$ cat src/rtl/lab5_pkg.sv
// Shared Connect-Four link definitions: column geometry and turn sequencer states.
package lab5_pkg;

    localparam int unsigned NUM_COLS = 7;
    localparam int unsigned COL_W    = 3;

    typedef enum logic [2:0] {
        SYNC,
        LOCAL,
        SEND,
        REMOTE,
        DONE,
        ERROR
    } turn_state_t;

    // A received column is only usable if it names a real column.
    function automatic logic col_legal(input logic [COL_W-1:0] col);
        return col < COL_W'(NUM_COLS);
    endfunction

endpackage

$ cat src/rtl/sync_2ff.sv
// Two-flop synchroniser for asynchronous GPIO inputs; flops clear to 0 on reset.
module sync_2ff #(
    parameter int unsigned WIDTH = 1
) (
    input  logic             clk,
    input  logic             rst,
    input  logic [WIDTH-1:0] d,
    output logic [WIDTH-1:0] q
);

    logic [WIDTH-1:0] meta;

    always_ff @(posedge clk or posedge rst) begin
        if (rst) begin
            meta <= '0;
            q    <= '0;
        end else begin
            meta <= d;
            q    <= meta;
        end
    end

endmodule

$ cat src/rtl/turn_link_controller.sv
// Turn sequencer for a two-board Connect-Four game: syncs with the peer, gates local
// moves into the grid and serial transmitter, and accepts remote moves from the receiver.
module turn_link_controller
    import lab5_pkg::*;
#(
    parameter int unsigned TX_TIMEOUT = 50_000_000
) (
    input  logic             clk,
    input  logic             reset,
    input  logic             go_first,
    input  logic             ready_in,
    output logic             ready_out,
    input  logic             enter,
    input  logic [COL_W-1:0] local_col,
    output logic             tx_start,
    output logic [COL_W-1:0] tx_col,
    input  logic             tx_done,
    input  logic             rx_valid,
    input  logic [COL_W-1:0] rx_col,
    input  logic             game_over,
    output logic             drop_local,
    output logic             drop_remote,
    output logic [COL_W-1:0] drop_col,
    output logic             my_turn,
    output logic             their_turn,
    output logic             link_error
);

    localparam int unsigned CNT_W = $clog2(TX_TIMEOUT + 1);

    turn_state_t      state;
    turn_state_t      state_nxt;
    logic             rdy_s;
    logic             rdy_q;
    logic [CNT_W-1:0] cnt;

    sync_2ff #(.WIDTH(1)) u_rdy_sync (
        .clk (clk),
        .rst (reset),
        .d   (ready_in),
        .q   (rdy_s)
    );

    // Next state; game_over pre-empts everything except a frame already on the wire.
    always_comb begin
        state_nxt = state;
        unique case (state)
            SYNC: begin
                if (rdy_s && rdy_q) state_nxt = go_first ? LOCAL : REMOTE;
            end
            LOCAL: begin
                if (game_over)   state_nxt = DONE;
                else if (!rdy_s) state_nxt = ERROR;
                else if (enter)  state_nxt = SEND;
            end
            SEND: begin
                if (!rdy_s)                                  state_nxt = ERROR;
                else if (tx_done)                            state_nxt = game_over ? DONE : REMOTE;
                else if (cnt == CNT_W'(TX_TIMEOUT - 1))      state_nxt = ERROR;
            end
            REMOTE: begin
                if (game_over)     state_nxt = DONE;
                else if (!rdy_s)   state_nxt = ERROR;
                else if (rx_valid) state_nxt = col_legal(rx_col) ? LOCAL : ERROR;
            end
            default: state_nxt = state;
        endcase
    end

    // State, timeout counter and registered outputs, all derived from the transition.
    always_ff @(posedge clk or posedge reset) begin
        if (reset) begin
            state       <= SYNC;
            rdy_q       <= 1'b0;
            cnt         <= '0;
            ready_out   <= 1'b0;
            tx_start    <= 1'b0;
            tx_col      <= '0;
            drop_local  <= 1'b0;
            drop_remote <= 1'b0;
            drop_col    <= '0;
            my_turn     <= 1'b0;
            their_turn  <= 1'b0;
            link_error  <= 1'b0;
        end else begin
            state       <= state_nxt;
            rdy_q       <= rdy_s;
            cnt         <= (state == SEND && state_nxt == SEND) ? cnt + CNT_W'(1) : '0;
            ready_out   <= (state_nxt != DONE) && (state_nxt != ERROR);
            my_turn     <= (state_nxt == LOCAL);
            their_turn  <= (state_nxt == SEND) || (state_nxt == REMOTE);
            link_error  <= (state_nxt == ERROR);
            tx_start    <= (state == LOCAL) && (state_nxt == SEND);
            drop_local  <= (state == LOCAL) && (state_nxt == SEND);
            drop_remote <= (state == REMOTE) && (state_nxt == LOCAL);
            if (state == LOCAL && state_nxt == SEND) begin
                tx_col   <= local_col;
                drop_col <= local_col;
            end else if (state == REMOTE && state_nxt == LOCAL) begin
                drop_col <= rx_col;
            end
        end
    end

endmodule
$ cat config.mk
export PLATFORM = sky130hd
export DESIGN_NAME = turn_link_controller
export DESIGN_NICKNAME = d
export VERILOG_FILES = /design/src/rtl/lab5_pkg.sv /design/src/rtl/sync_2ff.sv /design/src/rtl/turn_link_controller.sv
export SDC_FILE = /design/constraint.sdc
export NUM_CORES = 1
export LEC_CHECK = 0
export BUFFER_PORTS_ARGS = -buffer_cell sky130_fd_sc_hd__buf_4
export CAP_MARGIN = 20
export CORE_ASPECT_RATIO = 0.5
export CORE_UTILIZATION = 55
export CTS_BUF_LIST = sky130_fd_sc_hd__clkbuf_16
export CTS_CLUSTER_DIAMETER = 80
export DETAILED_ROUTE_END_ITERATION = 12
export GPL_TIMING_DRIVEN = 1
export PLACE_DENSITY = 0.76
export SYNTH_ARGS = -nofsm -noshare
export SYNTH_HDL_FRONTEND = slang
export SYNTH_SLANG_ARGS = --single-unit
$ cat constraint.sdc
create_clock -name clk -period 3.9 [get_ports clk]
set_input_delay 0.195 -clock clk [delete_from_list [all_inputs] [get_ports clk]]
set_output_delay 0.195 -clock clk [all_outputs]
set_load 0.05 [all_outputs]
# Word level (Yosys, flattened, before mapping)

Cells that the tools add are included.

Add/sub/neg operators: 1
Multipliers: 0
Divide/modulo/power cells: 0
$lt $le $gt $ge: 1
Equal/unequal tests: 10
Shift-type cells: 0
Muxes and demuxes: 17
Bitwise operators: 0
Reduce and logical (&&, ||, !) cells: 8

Operator list:

| cell                                              | number |
|---|---|
| 2-to-1 mux 3 bit                                  | 14 |
| adder 26 x 1 -> 26 bit, second input constant     | 1 |
| == test 26 bit, second input constant             | 1 |
| 2-to-1 mux 26 bit                                 | 1 |
| == test 3 x 2 -> 1 bit, second input constant     | 4 |
| one-hot mux 3 bit (4 select lines)                | 1 |
| == test 3 x 1 -> 1 bit, second input constant     | 2 |
| != test 3 bit, second input constant              | 2 |
| logical AND 1 bit                                 | 5 |
| == test 3 bit, second input constant              | 1 |
| logical NOT 3 bit                                 | 1 |
| less-than comparator 3 bit, second input constant | 1 |
| 2-to-1 mux 2 bit                                  | 1 |
| nonzero test 2 bit                                | 1 |
| logical OR 1 bit                                  | 1 |

Register bits after elaboration: 44
Bits in latches: 0
Memory bits (writable): 0
ROM bits: 0
Output and inout bits: 13
Logic and storage cells: 50
Memories kept: 0

# Logic depth before layout (Yosys ltp)

Gate-level depths: netlist of the first run.

Depth after elaboration: 10
Depth in mapped cells: 8
Mapped depth without buffers: 7

# Modules after synthesis

From an unflattened synthesis of the first run, not the netlist that was laid out.

Cells, all modules: 228
Area, all modules: 2232.1 um2

By module, submodules not included:

| module               | instances | cells an instance | area an instance (um2) |
|---|---|---|---|
| turn_link_controller | 1         | 225               | 2178.3 |
| sync_2ff             | 1         | 3                 | 53.8 |

# Worst setup path after synthesis of the first run

No wires, ideal clock.

Kind: flip-flop to flip-flop
Start: reg cnt[9]
End: reg cnt[17]
Library setup time: 119 ps
Arrival: 2184 ps
Required time: 3781 ps
Setup slack: 1598 ps
Cell stages (with the launch flop): 8
Path buffers: 1
Clock period less this slack: 2302 ps
Cells stage by stage: dfrtp_1 -> or4b_4 -> nor4_4 -> a21oi_2 -> o21a_1 -> o311ai_4 -> buf_6 -> nor2_1

Cells in the longest elaborated chain, start to end: 8
Elaborated cells on any way between the ends: 9
Classes of those cells: 1 x add/sub; 2 x eq/ne; 5 x mux; 1 x reduce/logical

Ends and longest elaborated chain:

| what                               | line                       | text |
|---|---|---|
| from (decl)                        | turn_link_controller.sv:35 | `logic [CNT_W-1:0] cnt;` |
| from (signal assigned)             | turn_link_controller.sv:88 | `cnt <= (state == SEND && state_nxt == SEND) ? cnt + CNT_W'(1) : '0;` |
| == test 26 bit                     | turn_link_controller.sv:59 | `else if (cnt == CNT_W'(TX_TIMEOUT - 1)) state_nxt = ERROR;` |
| 2-to-1 mux 3 bit                   | turn_link_controller.sv:59 |  |
| 2-to-1 mux 3 bit                   | turn_link_controller.sv:58 | `else if (tx_done) state_nxt = game_over ? DONE : REMOTE;` |
| 2-to-1 mux 3 bit                   | turn_link_controller.sv:57 | `if (!rdy_s) state_nxt = ERROR;` |
| one-hot mux 3 bit (4 select lines) | turn_link_controller.sv:47 | `unique case (state)` |
| == test 3 x 2 -> 1 bit             | turn_link_controller.sv:88 |  |
| logical AND 1 bit                  | turn_link_controller.sv:88 |  |
| 2-to-1 mux 26 bit *                | turn_link_controller.sv:88 |  |

Every way passes the cells marked *; elsewhere a longest branch is shown, timed or not.
A chain may end at the register's enable or synchronous reset.

# Final worst setup path of the first run

Start: reg cnt[7]
End: reg cnt[9]

Same word-level chain as after synthesis.

==> impl_results.md, run 1 <==
- Outcome: completed
- Clk root buf: clkbuf_16
- CTS max path bufs: 2
- Final hold vios: 0
- # IOs: 27
- Yosys warning total: 0
- DIE WIDTH: 90.4 microns
- Via-per-instance ratio: 5.66
- Worst R2R End: cnt[9]
- Max-Cap Viols: 0
- EDFF count, synth: 0
- Fraction of registers with async set/reset: 100%
- Router iterations before antenna repair: 4
- Synth Net Count: 226
- Largest net degree at the start of global routing: 30
- Drt initial violations: 63
- Worst Tran Pin Value: 1040 ps
- Post-Synthesis Cells: 211
- Antenna-violating nets left: 0
- I/O Buffers: 26
- Crit path depth: 6
- Largest stage delay on the critical path: 880 ps
- Dpl hpwl: 2960 microns
- Initial antenna violation count: 0
- Rel. slew slack: 30.6%
- Crit Path Max Fanout: 26
- Post-CTS Resized: 0
- R2r startpoint: cnt[7]
- FF-to-FF setup slack: 1070 ps
- Min Tclk post-route: 2830 ps
- RSZ-0062 raised after global routing: false
- Routed WL: 4260 microns
- Worst-Skew Late Latency: 280 ps
- Synth cell types: 42
- Gpl congestion: 0.874
- Peak supply drop: 0.000188 V
- Clock Sinks: 44
- Fill count: 263
- Leakage power: 1.11 nW
- Worst EP required: 4010 ps
- Max frequency: 353 MHz
- Clock transition at path regs: 60 ps
- FF+latch count, synth: 44
- Max Clock Skew: 6.46 ps
- Critical path type: register to register
- Crit path launch: cnt[7]
- Share of cells above drive strength 1: 18.6%
- Post-CTS setup buffers: 0
- Synth area leader: dfrtp_1
- Mean Syn Cell Area: 10.2 sq um
- Seq/Total Area, Yosys: 51.3%
- Number of nets in the final layout: 256
- Critical path arrival: 2950 ps
- Post-synth top cells: 44 x dfrtp_1, 36 x nor2_1, 15 x nand2_1
- CP bufs+invs: 0
- Mapped Area: 2150 sq um
- Die area: 4180 sq um
- Wire per inst: 14.5 microns
- Ranking of synthesized cells by area: dfrtp_1 51%, nor2_1 6.3%, xor2_1 5.7%
- PD cells: 475 nW/um^2
- Setup violators final: 0
- Global route overflow: 0
- Antenna cells: 0
- Max Slew Vio Count: 0
- Rows: 15
- Worst Reg-to-Reg Cells: 6
- Largest delay share family, worst path: compound AO/OA/AOI/OAI gates
- Vias in the first global route: 1468
- Core footprint: 3580 sq um
- CP Launch Type: register
- Most common cell in the netlist: dfrtp_1
- Worst Setup End Kind: register
- H-tree levels: 2
- Setup TNS Final: 0 ps
- CTS buffer count: 5
- CP cell instances: or4_1 > nor4_4 > a21oi_2 > o21a_1 > o311ai_4 > nor2_1
- GRT Util Overall: 22.5%
- Worst Setup EP: cnt[9]
- Top_reg_cell synth: dfrtp_1
- CTS tree: done
- First-pass GRT wire length: 7040 microns
- Utilization after layout: 71.1%
- DRC viols: 0
- Hold Crit Class: input port to register
- Initial Utilization: 59.9%
- Final Cycle Share: 72.7%
- Crit path max-delay cell type: o311ai_4
- Yosys top cell area share: 51.3%
- Via count: 1657
- Area growth, synth to finish: 18.6%
- Die Ht: 46.2 microns
## cell type report
type	instances	area [sq um]	share of cell area, %
Timing Repair Buffer	28	213	8.35
Multi-Input combinational cell	154	978	38.4
Clock inverter	3	37.5	1.47
Tap cell	51	63.8	2.50
Clock buffer	5	125	4.91
Inverter	8	30.0	1.18
Sequential cell	44	1100	43.2
## cell usage in the layout, fill, tap and decap left out, types with 4 or more instances in the layout
| master | count |
|---|---|
| xor2_1 | 14 |
| nand3b_1 | 4 |
| buf_4 | 27 |
| nor2_1 | 36 |
| nand4_1 | 9 |
| nand3_1 | 9 |
| inv_1 | 8 |
| nor3_1 | 4 |
| clkbuf_16 | 5 |
| xnor2_1 | 10 |
| a21oi_1 | 5 |
| and2_1 | 5 |
| nor4_1 | 4 |
| dfrtp_1 | 44 |
| nand2_1 | 15 |
## power by group
part | total, mW | leakage, nW | internal, mW | switching, mW
registers | 0.522 | 0.589 | 0.490 | 0.0322
logic | 0.232 | 0.439 | 0.0810 | 0.151
clock network | 0.456 | 0.0789 | 0.297 | 0.159
total | 1.21 | 1.11 | 0.868 | 0.342
## worst min-delay path by stage
stage,to,cells past startpoint,startpoint
finish,u_rdy_sync.meta,1,ready_in
global route,u_rdy_sync.meta,1,ready_in
CTS,u_rdy_sync.meta,1,ready_in
detailed placement,u_rdy_sync.q,2,reset
global placement,u_rdy_sync.q,2,reset
floorplan,u_rdy_sync.meta,0,ready_in
## cells by family after synthesis
logic type,Yosys count,synth area share [%]
AND/OR/NAND/NOR,107,26.4
adder cells (fa/ha/maj),1,0.582
flip-flops,44,51.3
buffers and inverters,13,3.20
XOR/XNOR,24,9.78
AO/OA/AOI/OAI,22,8.74
## metal layers
| layer | GRT usage (%) | vias to the layer above | share of wire, % |
|---|---|---|---|
| li1 | - | 791 | - |
| met1 | 29.5 | 806 | 48 |
| met2 | 37.3 | 53 | 45 |
| met3 | 7.10 | 7 | 6.6 |
| met4 | 6.13 | 0 | 0.78 |
| met5 | 0 | - | 0 |
## registers in the layout, indices dropped and copies added (netlist names)
name,flops
my_turn,1
drop_col,3
tx_col,3
drop_local,1
their_turn,1
state,3
drop_remote,1
rdy_q,1
ready_out,1
u_rdy_sync.q,1
link_error,1
u_rdy_sync.meta,1
cnt,26
## worst reg2reg max path: cells and delay by family, from the launching register on
family	cells	cell delay, ps
AOI/OAI and AO/OA	3	1220
and+or+nand+nor	3	1020
DFF	1	430
## stage by stage
step	power (mW)	cells	hold slack (ps)	worst slack, ps	area, sq um
2_1_floorplan	0.688	211	226	1600	2150
3_3_place_gp	0.755	284	278	1110	2380
3_5_place_dp	0.759	284	295	1070	2380
4_1_cts	1.22	293	18.4	1060	2550
5_1_grt	1.26	293	13.9	883	2550
6_report	1.21	293	18.6	1070	2550
## timing repair
item | in CTS | in global routing
hold endpoints to repair | 1 | 0
hold buffers | 1 | 0
endpoints found under the setup margin | 0 | 0
No activity file was read; power rests on OpenSTA's default activity.
==> run 2: changes to the inputs <==
CORE_UTILIZATION = 51   (was 55)
PLACE_DENSITY = 0.74   (was 0.76)
clock period = 2.4 ns   (was 3.9 ns; I/O delays follow)
==> run 2 against run 1 <==
- design area is 3.2% higher
- critical endpoint is now cnt[2]
- highest routed layer unchanged
- worst hold slack gained 69 ps
- count of clock-buffer cells in the layout unchanged
- routed wire length rose by 1.4%
- sequential power increased by 63%
- largest power group unchanged
- final cell count rose by 5.1%
==> impl_results.md, run 2 (synthesized netlist as in run 1, its figures left out) <==
- Outcome: completed
- FF-to-FF setup slack: 130 ps (-940 ps)
- GRT Util Overall: 21.0% (-1.5 points)
- Antenna cells: 0 (unchanged)
- Crit path max-delay cell type: or4_1
- Clock transition at path regs: 60 ps (about the same)
- Die area: 4490 sq um (+7.6%)
- CP Launch Type: register
- Critical path arrival: 2440 ps (-510 ps)
- Clk root buf: clkbuf_16
- Largest Register: cnt
- Post-CTS Resized: 0 (unchanged)
- PD cells: 712 nW/um^2 (+50%)
- Wire per inst: 14.0 microns (-3.5%)
- Peak supply drop: 0.000354 V (+88%)
- DIE WIDTH: 93.8 microns (+3.8%)
- Largest stage delay on the critical path: 560 ps (-320 ps)
- I/O Buffers: 26 (unchanged)
- Setup TNS Final: 0 ps (unchanged)
- Rel. slew slack: 61.5% (+31 points)
- Critical path type: register to register
- # IOs: 27 (unchanged)
- Max Clock Skew: 5.92 ps (-0.543 ps)
- Worst Reg-to-Reg Cells: 7 (+1)
- Antenna-violating nets left: 0 (unchanged)
- CTS max path bufs: 2 (unchanged)
- Number of nets in the final layout: 268 (+4.7%)
- Placed cells: 298 (+4.9%)
- Routed WL: 4320 microns (+1.4%)
- Final Instance Count excl. Fillers: 308 (+5.1%)
- Rows: 16 (+1)
- Worst EP required: 2570 ps (-1440 ps)
- Min-Delay Path Depth: 2 (+1)
- Max Slew Vio Count: 0 (unchanged)
- Die Ht: 47.9 microns (+3.7%)
- Worst Setup End Kind: register
- R2r startpoint: cnt[11]
- RSZ-0062 raised after global routing: false
- Via count: 1666 (+0.54%)
- Max-Cap Viols: 0 (unchanged)
- Max frequency: 440 MHz (+25%)
- Vias in the first global route: 1501 (+2.2%)
- Share of cells above drive strength 1: 21.7% (+3.1 points)
- Area growth, synth to finish: 22.5%
- Crit path depth: 7 (+1)
- Global route overflow: 0 (unchanged)
- Most common cell after layout, fill and taps aside: dfrtp_1
- First-pass GRT wire length: 6940 microns (-1.4%)
- DRC viols: 0 (unchanged)
- Worst-Skew Late Latency: 280 ps (about the same)
- Min Tclk post-route: 2270 ps (-559 ps)
- Initial antenna violation count: 0 (unchanged)
- Dpl hpwl: 3110 microns (+4.9%)
- Final Cycle Share: 94.8% (+22 points)
- Most frequent cells in the layout: 44 x dfrtp_1, 37 x buf_4, 36 x nor2_1
- Crit Path Max Fanout: 26 (unchanged)
- Fill count: 313 (+19%)
- Utilization after layout: 66.4% (-4.7 points)
- Drt initial violations: 82 (+30%)
- Leakage power: 1.17 nW (+5.5%)
- Initial Utilization: 54.2% (-5.7 points)
- Via-per-instance ratio: 5.41 (-4.4%)
- H-tree levels: 2 (unchanged)
- Gpl congestion: 0.820 (-6.1%)
- HP Start: rx_col[2]
- Hold Crit Class: input port to register
- Final hold vios: 0 (unchanged)
- Clock Sinks: 44 (unchanged)
- Core footprint: 3960 sq um (+11%)
- Largest register FFs: 26 (unchanged)
- Crit path launch: cnt[11]
- Worst Tran Pin Value: 572 ps (-467 ps)
- Largest delay share family, worst path: simple AND/OR/NAND/NOR gates
- CTS buffer count: 5 (unchanged)
- Largest net degree at the start of global routing: 30 (unchanged)
- CP bufs+invs: 1 (+1)
- Setup violators final: 0 (unchanged)
- Router iterations before antenna repair: 4 (unchanged)
- CTS tree: done
- CP cell instances: or4_1 > nor4_4 > a21oi_2 > o21a_1 > o311ai_4 > buf_12 > nor2_1
-- run 2: timing repair --
item	CTS	global route
buffers inserted	0	0
hold buffers	2	0
hold endpoints to repair	16	0
-- run 2: area by class of cell --
type | instances | area (sq um) | area share (%)
Timing Repair Buffer | 40 | 318 | 12.1
Clock inverter | 3 | 11.3 | 0.428
Sequential cell | 44 | 1100 | 41.8
Multi-Input combinational cell | 154 | 978 | 37.2
Inverter | 8 | 30.0 | 1.14
Clock buffer | 5 | 125 | 4.76
Tap cell | 54 | 67.6 | 2.57
-- run 2: power breakdown --
part	internal [mW]	switching, mW
logic	0.142	0.245
clock network	0.374	0.262
registers	0.796	0.0551
total	1.31	0.562
-- run 2: routing by layer --
| metal | up-vias | share of wire [%] | track usage, % | wire length, microns |
|---|---|---|---|---|
| met4 | 0 | 1.4 | 8.92 | 61 |
| met2 | 48 | 47 | 35.3 | 2030 |
| met3 | 8 | 4.7 | 4.29 | 204 |
| li1 | 812 | - | - | - |
| met1 | 798 | 47 | 27.5 | 2020 |
| met5 | - | 0 | 0 | 0 |
-- run 2: through the flow --
stage	hold slack (ps)	instance area, sq um	setup WS [ps]	power, mW
floorplan	151	2150	97.8	1.12
global placement	195	2470	171	1.24
detailed placement	211	2470	124	1.25
CTS	80.4	2630	114	1.88
global route	95.6	2630	16.0	1.96
finish	88.0	2630	126	1.87
-- run 2: final timing paths --
| path | end |
|---|---|
| min reg2reg | u_rdy_sync.q |
| max | cnt[2] |
| max reg2reg | cnt[2] |
| min in group asynchronous | u_rdy_sync.meta |
| max in group asynchronous | cnt[10] |
| min | drop_col[2] |
-- run 2: worst register-to-register path, delay by kind of cell, from the launching register on --
family,cells,cell delay [ps]
simple gates,3,900
compound gates,3,640
flops,1,410
buf+inv,1,210
==> run 3: changes to the inputs <==
CELL_PAD_IN_SITES_DETAIL_PLACEMENT = 0   (was not set)
CELL_PAD_IN_SITES_GLOBAL_PLACEMENT = 2   (was not set)
CORE_UTILIZATION = 33   (was 51)
PLACE_DENSITY = not set   (was 0.74)
PLACE_DENSITY_LB_ADDON = 0.1   (was not set)
==> run 3 against run 2 <==
- the flow now finishes with violations (negative hold slack)
- fmax down 1.1%
- sequential share of layout area down 2.0 points
- setup slack worse by 25 ps
- first-iteration DRC count down 21%
- global-route usage down 4.7 points
- utilization down 22 points
- non-clock buffer count up 5
- largest power group unchanged
- flip-flop and latch count unchanged
- routed wire length up 17%
- die area up 53%
- critical endpoint is now cnt[14]
==> impl_results.md, run 3 (synthesized netlist as in run 1, its figures left out) <==
- Max-Cap Viols: 0 (unchanged)
- Crit path max-delay cell type: or4_4
- Via-per-instance ratio: 4.85 (-10%)
- Min Tclk post-route: 2300 ps (+25.4 ps)
- Die Ht: 59.1 microns (+23%)
- Crit path launch: cnt[16]
- PD cells: 727 nW/um^2 (+2.1%)
- Area growth, synth to finish: 28.8%
- Gpl congestion: 0.728 (-11%)
- Post-Place Cell Area: 2520 sq um (+1.7%)
- Router iterations before antenna repair: 4 (unchanged)
- CP cell instances: or4_4 > nor4_4 > buf_4 > a31oi_1 > a21bo_2 > o311ai_4 > buf_6 > buf_12 > nor2_1
- Worst Setup End Kind: register
- Die area: 6860 sq um (+53%)
- CTS tree: done
- Via count: 1683 (+1.0%)
- Share of cells above drive strength 1: 25.1% (+3.4 points)
- Max Clock Skew: 6.15 ps (+0.234 ps)
- Finished layout cell area: 2770 sq um (+5.1%)
- Leakage power: 1.21 nW (+3.7%)
- FF-to-FF setup slack: 100 ps (-30 ps)
- Antenna cells: 0 (unchanged)
- Initial antenna violation count: 0 (unchanged)
- Max Slew Vio Count: 0 (unchanged)
- Max frequency: 435 MHz (-1.1%)
- RSZ-0062 raised after global routing: false
- Clock network fraction of total power: 37.7% (+3.7 points)
- DIE WIDTH: 116 microns (+24%)
- Critical path type: register to register
- Worst R2R End: cnt[14]
- Final hold vios: 44 (+44)
- Placed cells: 332 (+11%)
- Largest register FFs: 26 (unchanged)
- CTS buffer count: 5 (unchanged)
- Clock transition at path regs: 60 ps (about the same)
- Crit Path Max Fanout: 13 (-50%)
- Hold Crit Class: input port to async pin
- Peak supply drop: 0.000274 V (-23%)
- R2r startpoint: cnt[16]
- Pre-CTS setup slack: 94.4 ps (-30.0 ps)
- Most frequent cells in the layout: 43 x dfrtp_1, 40 x buf_4, 36 x nor2_1
- Setup TNS Final: 0 ps (unchanged)
- Switch share: 28.8% (-1.2 points)
- Most common cell after layout, fill and taps aside: dfrtp_1
- Worst Hold Slack: -20.3 ps (-108 ps)
- DRC viols: 0 (unchanged)
- Drt initial violations: 65 (-21%)
- First-pass GRT wire length: 8200 microns (+18%)
- Setup violators final: 0 (unchanged)
- Number of nets in the final layout: 273 (+1.9%)
- Routed WL: 5030 microns (+17%)
- Vias in the first global route: 1605 (+6.9%)
- CTS max path bufs: 2 (unchanged)
- Rows: 20 (+4)
- Worst EP required: 2570 ps (about the same)
- H-tree levels: 2 (unchanged)
- GRT Util Overall: 16.3% (-4.7 points)
- Comb pwr share: 19.9% (-0.8 points)
- Rel. slew slack: 57.0% (-4.5 points)
- Pint: 1.43 mW (+9.1%)
- Global route overflow: 0 (unchanged)
- Clock Sinks: 44 (unchanged)
- Net load switching power: 0.580 mW (+3.1%)
- Largest stage delay on the critical path: 500 ps (-60 ps)
- Worst Reg-to-Reg Cells: 9 (+2)
- CP Launch Type: register
- Largest Register: cnt
- I/O Buffers: 26 (unchanged)
- Setup ws final: 100 ps (-25.4 ps)
- Core footprint: 6180 sq um (+56%)
- Failing checks: negative hold slack
- Worst-Skew Late Latency: 280 ps (about the same)
- Antenna-violating nets left: 0 (unchanged)
- # IOs: 27 (unchanged)
- Flop pwr share: 42.4% (-3.0 points)
- Outcome: finished with violations
- Clk root buf: clkbuf_16
- Worst Tran Pin Value: 638 ps (+67.0 ps)
- Wire per inst: 14.5 microns (+3.5%)
- Final Cycle Share: 95.8% (+1.1 points)
- Dpl hpwl: 3480 microns (+12%)
- Critical path arrival: 2470 ps (+30 ps)
- Initial Utilization: 34.8% (-19 points)
- Final Instance Count excl. Fillers: 347 (+13%)
- Worst Setup EP: cnt[14]
- Largest net degree at the start of global routing: 45 (+50%)
==> run 3: final cells by class <==
cell class                      count  area [sq um]
Fill cell                         602          3410
Sequential cell                    44          1100
Multi-Input combinational cell    154           982
Timing Repair Buffer               45           378
Clock buffer                        5           125
Tap cell                           88           110
Clock inverter                      3          38.8
Inverter                            8          30.0
==> run 3: worst max-delay path: cells and delay by family (launching register included) <==
kind	cells	cell delay, ps
and+or+nand+nor	3	880
buffers and inverters	3	480
DFF	1	430
AOI/OAI and AO/OA	3	420
==> run 3: worst min path at each step <==
| stage | slack (ps) | to | startpoint |
|---|---|---|---|
| 4_1_cts | 2 | drop_col[2] | reset |
| 6_report | -20 | drop_col[2] | reset |
| 2_1_floorplan | 150 | u_rdy_sync.meta | ready_in |
| 3_3_place_gp | 230 | u_rdy_sync.meta | ready_in |
| 5_1_grt | 50 | drop_col[1] | reset |
| 3_5_place_dp | 230 | u_rdy_sync.meta | ready_in |
==> run 3: per-layer routing <==
metal	up-vias	track usage (%)	wire [microns]
li1	825	-	-
met1	817	22.5	2620
met2	35	24.2	2090
met3	6	4.50	241
met4	0	6.78	85
met5	-	0	0
==> run 3: through the flow <==
step	total power, mW	utilization [%]
finish	2.01	44.8
global route	2.12	44.8
CTS	2.04	43.5
detailed placement	1.27	40.7
global placement	1.27	40.7
floorplan	1.12	-
==> run 3: repair_timing <==
item                       in CTS  in global routing
hold buffers                    1                  0
setup endpoints to repair       0                 20
gates resized for setup         0                  3
buffers inserted                0                  4
hold endpoints to repair        1                  0
==> run 3: power by group through the flow <==
stage / Clock [mW] / Sequential [mW] / Combinational, mW
detailed placement: 0 / 0.866 / 0.401
floorplan: 0 / 0.957 / 0.161
global route: 0.822 / 0.862 / 0.434
finish: 0.759 / 0.853 / 0.400
global placement: 0 / 0.864 / 0.401
CTS: 0.784 / 0.853 / 0.404
